[config.mk]
export PLATFORM = sky130hd
export DESIGN_NAME = m68_bus_master_flat
export DESIGN_NICKNAME = d
export VERILOG_FILES = /design/src/rtl/m68_bus_master_if.sv /design/src/rtl/m68_bus_master.sv /design/src/flat_wrapper.sv
export SDC_FILE = /design/constraint.sdc
export NUM_CORES = 1
export LEC_CHECK = 0
export ABC_AREA = 1
export CORE_MARGIN = 1
export CORE_UTILIZATION = 35
export CTS_CLUSTER_DIAMETER = 80
export DETAILED_ROUTE_END_ITERATION = 10
export PLACE_DENSITY = 0.83
export SETUP_SLACK_MARGIN = 0.2
export SLEW_MARGIN = 0
export SYNTH_ARGS = -nofsm -noshare
export SYNTH_HDL_FRONTEND = slang
export SYNTH_SLANG_ARGS = --single-unit
[constraint.sdc]
create_clock -name clk -period 1.2 [get_ports clk]
set_clock_uncertainty 0.1 [all_clocks]
set_input_delay 0.24 -clock clk [delete_from_list [all_inputs] [get_ports clk]]
set_output_delay 0.24 -clock clk [all_outputs]
set_load 0.01 [all_outputs]
[src/rtl/m68_bus_master_if.sv]
// 68000-style bus signals between the bus initiator (master) and a responder (slave).
// Strobes (as/uds/lds) are active low; dtack high means accepted, falling means done.
interface m68_bus_master_if;
    logic        M68_as;
    logic        M68_rw;
    logic        M68_uds;
    logic        M68_lds;
    logic [31:0] M68_addr;
    logic [15:0] M68_data_out;
    logic [15:0] M68_data_in;
    logic        M68_dtack;

    modport master (
        output M68_as,
        output M68_rw,
        output M68_uds,
        output M68_lds,
        output M68_addr,
        output M68_data_out,
        input  M68_data_in,
        input  M68_dtack
    );

    modport slave (
        input  M68_as,
        input  M68_rw,
        input  M68_uds,
        input  M68_lds,
        input  M68_addr,
        input  M68_data_out,
        output M68_data_in,
        output M68_dtack
    );
endinterface

[src/rtl/m68_bus_master.sv]
// 68000-style bus initiator: one host word request -> one AS/UDS/LDS cycle closed by DTACK.
// Optional bus-error timeout is enabled by defining M68_BUS_TIMEOUT_EN.
//
// state        | meaning
// -------------+-----------------------------------------------------------
// ST_IDLE      | bus released, waiting for req
// ST_SETUP     | addr/rw/data driven, AS still high for SETUP_CYCLES
// ST_STROBE    | AS and data strobes low, waiting for dtack to rise
// ST_WAIT_DONE | responder accepted, waiting for dtack to fall
// ST_RELEASE   | strobes released, ack (and err on timeout) pulsing
module m68_bus_master #(
    parameter int unsigned TIMEOUT_CYCLES = 256,
    parameter int unsigned SETUP_CYCLES   = 1
) (
    input  logic                    clk,
    input  logic                    rst_n,
    input  logic                    req,
    input  logic                    req_rw,
    input  logic [23:0]             req_addr,
    input  logic [15:0]             req_wdata,
    input  logic [1:0]              req_be,
    output logic                    ack,
    output logic                    err,
    output logic [15:0]             rdata,
    output logic                    busy,
    m68_bus_master_if.master        bus
);

    localparam logic [2:0] ST_IDLE      = 3'd0;
    localparam logic [2:0] ST_SETUP     = 3'd1;
    localparam logic [2:0] ST_STROBE    = 3'd2;
    localparam logic [2:0] ST_WAIT_DONE = 3'd3;
    localparam logic [2:0] ST_RELEASE   = 3'd4;

    localparam int unsigned        SETUP_W    = (SETUP_CYCLES > 1) ? $clog2(SETUP_CYCLES) : 1;
    localparam logic [SETUP_W-1:0] SETUP_LOAD = SETUP_W'(SETUP_CYCLES - 1);

    if (SETUP_CYCLES < 1) begin : g_bad_setup
        $error("m68_bus_master: SETUP_CYCLES must be at least 1");
    end
    if ((TIMEOUT_CYCLES < 2) || (TIMEOUT_CYCLES > 65536)) begin : g_bad_timeout
        $error("m68_bus_master: TIMEOUT_CYCLES must be within 2..65536");
    end

    logic [2:0]         state;
    logic               rd_q;
    logic [1:0]         be_q;
    logic [SETUP_W-1:0] setup_cnt;
    logic               setup_done;
    logic               tmo_fire;
    logic               addr_lsb_unused;

    // Word cycles only: the byte address LSB never reaches the bus.
    assign addr_lsb_unused = req_addr[0];

    assign setup_done = (state == ST_SETUP) && (setup_cnt == '0);

`ifdef M68_BUS_TIMEOUT_EN
    localparam logic [15:0] TMO_LAST = 16'(TIMEOUT_CYCLES - 1);

    logic [15:0] tmo_cnt;
    logic        in_cycle;

    assign in_cycle = (state == ST_STROBE) || (state == ST_WAIT_DONE);

    // A genuine completion on the last allowed cycle wins over the timeout.
    assign tmo_fire = in_cycle && (tmo_cnt == TMO_LAST) &&
                      !((state == ST_WAIT_DONE) && !bus.M68_dtack);

    always_ff @(posedge clk or negedge rst_n) begin
        if (!rst_n) begin
            tmo_cnt <= '0;
            err     <= 1'b0;
        end else begin
            err <= tmo_fire;
            if (setup_done) begin
                tmo_cnt <= '0;
            end else if (in_cycle) begin
                tmo_cnt <= tmo_cnt + 16'd1;
            end
        end
    end
`else
    assign tmo_fire = 1'b0;
    assign err      = 1'b0;
`endif

    always_ff @(posedge clk or negedge rst_n) begin
        if (!rst_n) begin
            state            <= ST_IDLE;
            bus.M68_as       <= 1'b1;
            bus.M68_rw       <= 1'b1;
            bus.M68_uds      <= 1'b1;
            bus.M68_lds      <= 1'b1;
            bus.M68_addr     <= '0;
            bus.M68_data_out <= '0;
            rd_q             <= 1'b1;
            be_q             <= 2'b11;
            setup_cnt        <= '0;
            ack              <= 1'b0;
            rdata            <= '0;
            busy             <= 1'b0;
        end else begin
            ack <= 1'b0;
            case (state)
                ST_IDLE: begin
                    if (req) begin
                        bus.M68_addr     <= {8'h00, req_addr[23:1], 1'b0};
                        bus.M68_rw       <= req_rw;
                        bus.M68_data_out <= req_wdata;
                        rd_q             <= req_rw;
                        be_q             <= (req_be == 2'b00) ? 2'b11 : req_be;
                        setup_cnt        <= SETUP_LOAD;
                        busy             <= 1'b1;
                        state            <= ST_SETUP;
                    end
                end

                ST_SETUP: begin
                    if (setup_done) begin
                        bus.M68_as  <= 1'b0;
                        bus.M68_uds <= rd_q ? 1'b0 : ~be_q[1];
                        bus.M68_lds <= rd_q ? 1'b0 : ~be_q[0];
                        state       <= ST_STROBE;
                    end else begin
                        setup_cnt <= setup_cnt - 1'b1;
                    end
                end

                ST_STROBE: begin
                    if (tmo_fire) begin
                        bus.M68_as  <= 1'b1;
                        bus.M68_uds <= 1'b1;
                        bus.M68_lds <= 1'b1;
                        bus.M68_rw  <= 1'b1;
                        ack         <= 1'b1;
                        state       <= ST_RELEASE;
                    end else if (bus.M68_dtack) begin
                        state <= ST_WAIT_DONE;
                    end
                end

                ST_WAIT_DONE: begin
                    if (!bus.M68_dtack) begin
                        if (rd_q) begin
                            rdata <= bus.M68_data_in;
                        end
                        bus.M68_as  <= 1'b1;
                        bus.M68_uds <= 1'b1;
                        bus.M68_lds <= 1'b1;
                        bus.M68_rw  <= 1'b1;
                        ack         <= 1'b1;
                        state       <= ST_RELEASE;
                    end else if (tmo_fire) begin
                        bus.M68_as  <= 1'b1;
                        bus.M68_uds <= 1'b1;
                        bus.M68_lds <= 1'b1;
                        bus.M68_rw  <= 1'b1;
                        ack         <= 1'b1;
                        state       <= ST_RELEASE;
                    end
                end

                ST_RELEASE: begin
                    busy  <= 1'b0;
                    state <= ST_IDLE;
                end

                default: begin
                    bus.M68_as  <= 1'b1;
                    bus.M68_uds <= 1'b1;
                    bus.M68_lds <= 1'b1;
                    bus.M68_rw  <= 1'b1;
                    busy        <= 1'b0;
                    state       <= ST_IDLE;
                end
            endcase
        end
    end

endmodule

[src/flat_wrapper.sv]
// flat-port wrapper written by rule: the top's interface ports become plain ports
module m68_bus_master_flat 
#(
    parameter int unsigned TIMEOUT_CYCLES = 256,
    parameter int unsigned SETUP_CYCLES   = 1
)
  (clk, rst_n, req, req_rw, req_addr, req_wdata, req_be, ack, err, rdata, busy, bus_M68_as, bus_M68_rw, bus_M68_uds, bus_M68_lds, bus_M68_addr, bus_M68_data_out, bus_M68_data_in, bus_M68_dtack);
  m68_bus_master_if bus_i ();
  input  logic clk;
  input  logic rst_n;
  input  logic req;
  input  logic req_rw;
  input  logic [23:0] req_addr;
  input  logic [15:0] req_wdata;
  input  logic [1:0] req_be;
  output logic ack;
  output logic err;
  output logic [15:0] rdata;
  output logic busy;
  output wire logic [$bits(bus_i.M68_as)-1:0] bus_M68_as;
  output wire logic [$bits(bus_i.M68_rw)-1:0] bus_M68_rw;
  output wire logic [$bits(bus_i.M68_uds)-1:0] bus_M68_uds;
  output wire logic [$bits(bus_i.M68_lds)-1:0] bus_M68_lds;
  output wire logic [$bits(bus_i.M68_addr)-1:0] bus_M68_addr;
  output wire logic [$bits(bus_i.M68_data_out)-1:0] bus_M68_data_out;
  input wire logic [$bits(bus_i.M68_data_in)-1:0] bus_M68_data_in;
  input wire logic [$bits(bus_i.M68_dtack)-1:0] bus_M68_dtack;
  assign bus_M68_as = bus_i.M68_as;
  assign bus_M68_rw = bus_i.M68_rw;
  assign bus_M68_uds = bus_i.M68_uds;
  assign bus_M68_lds = bus_i.M68_lds;
  assign bus_M68_addr = bus_i.M68_addr;
  assign bus_M68_data_out = bus_i.M68_data_out;
  assign bus_i.M68_data_in = bus_M68_data_in;
  assign bus_i.M68_dtack = bus_M68_dtack;
  m68_bus_master #(.TIMEOUT_CYCLES(TIMEOUT_CYCLES), .SETUP_CYCLES(SETUP_CYCLES)) u_core (.clk(clk), .rst_n(rst_n), .req(req), .req_rw(req_rw), .req_addr(req_addr), .req_wdata(req_wdata), .req_be(req_be), .ack(ack), .err(err), .rdata(rdata), .busy(busy), .bus(bus_i));
endmodule
### Yosys cells after proc, flatten, opt, wreduce, memory -nomap -nowiden

Index checks and enable logic that the tools add are counted.

* output and inout bits: 71
* bits in registers: 68
* input port bits: 63
* word-level logic and storage cells: 68

* multiplexer cells: 24
* eq/ne operators: 9
* reduce and logical (&&, ||, !) cells: 14
* bitwise operators: 7
* add/subtract/negate cells: 1

Operators by type and width (count)
* $mux W1: 12
* $mux W3: 4
* $pmux W1 S3: 4
* $pmux W3 S4: 1
* $reduce_and A3 Y1: 4
* $reduce_or A3 Y1: 3
* $ne A2 B2 Y1 const B: 4
* $not A1 Y1: 7
* $eq A3 B2 Y1 const B: 2
* $pmux W1 S2: 2
* $reduce_and A2 Y1: 2
* $reduce_and A4 Y1: 1
* $eq A3 B1 Y1 const B: 1
* $eq A3 B3 Y1 const B: 1
* $logic_not A3 Y1: 1
* $logic_not A2 Y1: 1
* $mux W2: 1
* $ne A2 B1 Y1 const B: 1
* $reduce_bool A2 Y1: 1
* $logic_and A1 B1 Y1: 1
* $sub A1 B1 Y1 const B: 1

### Logic depth before layout (Yosys ltp)

Gate-level depths: netlist of the first run.

* depth after elaboration: 4
* gate-level depth with buffers: 7
* mapped depth without buffers: 6

### Worst setup path after synthesis of the first run

OpenSTA, ideal clock, no wires.

* kind: register to register
* start point: reg u_core.state[1]
* end point: reg u_core.bus.M68_addr[10]
* setup time: 0.117 ns
* data required time: 0.983 ns
* arrival time: 1.088 ns
* slack: -0.104 ns
* stages on the path, launching flop included: 8
* cells stage by stage: dfrtp_1 -> nor2_2 -> nand2_1 -> nor2_2 -> inv_1 -> buf_2 -> nand2_1 -> nand2_1

* cells in the longest elaborated chain, start to end: 2

RTL lines
* start, declared: RTL line m68_bus_master.sv:45 `logic [2:0] state;`
* start signal, assigned: RTL line m68_bus_master.sv:90 `state <= ST_IDLE;`
* start signal, assigned: RTL line m68_bus_master.sv:115 `state <= ST_SETUP;`
* start signal, assigned: RTL line m68_bus_master.sv:124 `state <= ST_STROBE;`
* $logic_not A3 Y1: RTL line m68_bus_master.sv:105 `case (state)`
* $reduce_and A2 Y1 (no line)
* end signal, assigned: RTL line m68_bus_master.sv:108 `bus.M68_addr <= {8'h00, req_addr[23:1], 1'b0};`
* end, declared: RTL line m68_bus_master_if.sv:18 `output M68_addr,`

Every way passes these cells.
A chain may end at the register's enable or synchronous reset.

### Worst setup path after layout of the first run

* start point: reg u_core.state[2]
* end point: reg u_core.state[1]

* cells in the longest elaborated chain, start to end: 4
* elaborated cells between the ends (all ways): 11
* classes of those cells: 7 x eq/ne; 1 x mux; 3 x reduce/logical

RTL lines
* $eq A3 B1 Y1: RTL line m68_bus_master.sv:56, m68_bus_master.sv:105
* $logic_and A1 B1 Y1: RTL line m68_bus_master.sv:56 `assign setup_done = (state == ST_SETUP) && (setup_cnt == '0);`
* $ne A2 B1 Y1 (no line)
* $reduce_and A4 Y1 (no line)

Several ways; a longest one is shown, not always the timed one.

==> metrics, run 1 <==
status=complete, but fails checks; failing checks=negative setup slack; Synth Cell Area=approximately 3000 um^2; Die ar.=8910 um^2; final setup fails=80; R2R setup slack=-0.25 ns; Lkg Pwr=between 0.002 and 0.003 uW; die width=94.4 um; Worst R2R Start=u_core.state[2]$_DFFE_PN0P_; Final ANT Viol Nets=0; worst r2r path cells=7; post-route setup slack=-0.245 ns; Core Box Area=approximately 8300 um^2; drt pass-1 iters=4; Syn Area/Cell=between 9 and 10 um^2; GRT Util Overall=17.0%; total of max-cap violations=0; 1st-iter DRT viols=94; Peak VDD IR=0.00108 V; WS Path Type=reg -> reg; latest clock arrival within the worst-skew pair=~0.32 ns; layout cells sized above 1=45.3%; Port Buffer Count=~120; Max Clock Freq=692 MHz; clock tree buffer depth=2; Total Nets Final=roughly 570; CP Capture Point=u_core.state[1]$_DFFE_PN0P_; global route total overflow=0; Core Rows=33; CTS root buffer=clkbuf_8; Via density=between 4 and 5; min-delay worst type=in -> reg; total negative setup slack=-10.61 ns; CTS sink cnt=~70; crit path from=u_core.state[2]$_DFFE_PN0P_; I/O pin total=about 130; initial antenna violation count=0; RSZ-0062 raised after global routing=true; Initial Util=a little over a third; Yosys cell types=23; crit path launch type=register; global-route wire length before repair=approximately 12000 um; final hold vios=0; CTS tree=built; vias=~2700; CP Capture Type=register; Tcrit/Tclk final=120%; Worst EP required=1.31 ns; final WL=between 7000 and 8000 um; gpl congestion=0.856; post-DP HPWL=5070 um; antenna diode count=0; Die Ht=~94 um; Layout area overhead=59.3%; DRC viols=0; Slew Limit Fails=0; share of the core filled with cells=around 58%; Mapped Cells=320; reg2reg end=u_core.state[1]$_DFFE_PN0P_; clk slew on worst S/H paths=about 0.070 ns; total power density per cell area=roughly 2500 nW/um^2; vias in the first global route=around 2600; Final min period=~1.4 ns; number of synthesis warnings=0; CP arrival=1.55 ns; register area share after synthesis=between 50 and 60%; Yosys reg bits=68; largest net degree at the start of global routing=69; DR WL/cell=roughly 12 um; H-tree levels=3; Worst Path Max Fanout=4; cts bufs inserted=9
-- cell families (layout without fill, tap and decap cells) --
family                 Yosys count  after routing  synth area share [%]
flip-flops                      68             68                  57.2
AO/OA/AOI/OAI                   27             27                  6.53
buffers and inverters           49            230                  10.2
AND/OR/NAND/NOR                175            175                  26.0
other                            1             10                 0.125
-- layout by cell type, fill, tap and decap left out, drive strengths merged --
cell,Yosys,routed
clkdlybuf4s50,0,60
buf,22,127
dfrtp,61,61
o21ai,25,25
dlygate4sd3,0,1
inv,27,27
nand3,8,8
a21oi,2,2
clkinv,0,2
or2,1,1
dfstp,7,7
clkbuf,0,13
nor2,6,6
nand4,1,1
nand2,156,156
nor4,2,2
conb,1,10
nor3,1,1
-- report_power, final --
part	switching (uW)	internal [uW]	total [uW]
logic	2910	3080	5980
clock network	771	847	1620
registers	621	3450	4080
total	4300	7380	11700
-- how the worst min path moves through the flow --
stage,end,cells after the start,slack (ns),from
finish,u_core.bus.M68_data_out[9]$_DFFE_PN0P_,3,0.36,req_wdata[9]
global route,u_core.rdata[6]$_DFFE_PN0P_,3,0.35,bus_M68_data_in[6]
CTS,u_core.bus.M68_data_out[4]$_DFFE_PN0P_,3,0.33,req_wdata[4]
detailed placement,u_core.rdata[7]$_DFFE_PN0P_,2,0.19,rst_n
global placement,u_core.rdata[7]$_DFFE_PN0P_,2,0.18,rst_n
floorplan,u_core.ack$_DFF_PN0_,0,-0.16,rst_n
-- through the flow --
step / area [um^2] / hold WS (ns) / power, uW / instances / worst slack [ns]
after floorplan: 3050 / -0.156 / 6650 / 329 / -0.102
after global placement: 4500 / 0.184 / 9660 / 568 / -0.339
after detailed placement: 4500 / 0.188 / 9880 / 568 / -0.380
after CTS: 4550 / 0.335 / 11200 / 597 / -0.184
after global routing: 4760 / 0.347 / 12600 / 615 / -0.310
final: 4760 / 0.358 / 11700 / 615 / -0.245
-- flip-flops by register name (all words and copies together) (netlist names), 2 cells and up --
signal,cells
u_core.be_q,2
u_core.bus.M68_addr,23
u_core.bus.M68_data_out,16
u_core.rdata,16
u_core.state,3
-- cell usage after synthesis --
library cell    n  area, um^2
a21oi_1         2        10.0
buf_12          2        40.0
buf_2           4        20.0
buf_4          10        75.1
buf_6           6        67.6
conb_1          1        3.75
dfrtp_1        61        1530
dfstp_2         7         184
inv_1          25        93.8
inv_2           2        7.51
nand2_1       123         462
nand2_2        33         206
nand3_1         7        35.0
nand3_2         1        10.0
nand4_1         1        6.26
nor2_1          4        15.0
nor2_2          2        12.5
nor3_2          1        10.0
nor4_1          2        12.5
o21ai_0         6        30.0
o21ai_1         3        15.0
o21ai_2        16         140
or2_2           1        6.26
-- per-layer routing --
layer  vias up  routed length, um  share of wire (%)  track usage [%]
met2       107               3740                 50             28.8
met4         0                132                1.8             7.31
met5         -                  0                  0                0
li1       1324                  -                  -                -
met1      1208               3070                 41             20.0
met3        15                578                7.7             4.99
-- worst max-delay path: stages, from the launching register on --
cell     delay [ns]
dfrtp_2        0.45
buf_4          0.17
inv_2          0.06
nand4_1        0.22
nand2_2        0.17
nor2_2         0.06
nand2_1        0.05
nand2_1        0.06
-- cell type report --
cell class | instances | area [um^2]
clock buffer | 13 | 159
inverter | 27 | 101
timing repair buffer | 188 | 1530
fill | 734 | 3500
clock inverter | 2 | 10.0
sequential | 68 | 1710
multi-input combinational | 212 | 1120
tap | 105 | 131
-- what timing repair did --
item | in CTS | in global routing
resized for setup | 268 | 16
cloned | 1 | 0
hold buffers | 1 | 0
pin swaps | 4 | 4
endpoints found under the setup margin | 129 | 129
hold endpoints to repair | 61 | 0
setup buffers | 12 | 18
Power figures use the tool's default switching activity.
==> run 2: changes to the inputs <==
--- a/config.mk
+++ b/config.mk
@@ -12,7 +12,6 @@
 export DETAILED_ROUTE_END_ITERATION = 10
 export PLACE_DENSITY = 0.83
 export SETUP_SLACK_MARGIN = 0.2
-export SLEW_MARGIN = 0
 export SYNTH_ARGS = -nofsm -noshare
 export SYNTH_HDL_FRONTEND = slang
 export SYNTH_SLANG_ARGS = --single-unit
==> results of run 2 <==
Same layout as run 1: the final DEF is identical, and so are final timing and power.
==> run 3: changes to the inputs <==
--- a/config.mk
+++ b/config.mk
@@ -10,6 +10,7 @@
 export CORE_UTILIZATION = 35
 export CTS_CLUSTER_DIAMETER = 80
 export DETAILED_ROUTE_END_ITERATION = 10
+export GPL_ROUTABILITY_DRIVEN = 0
 export PLACE_DENSITY = 0.83
 export SETUP_SLACK_MARGIN = 0.2
 export SYNTH_ARGS = -nofsm -noshare
==> results of run 3 <==
Same layout as run 1: the final DEF is identical, and so are final timing and power.
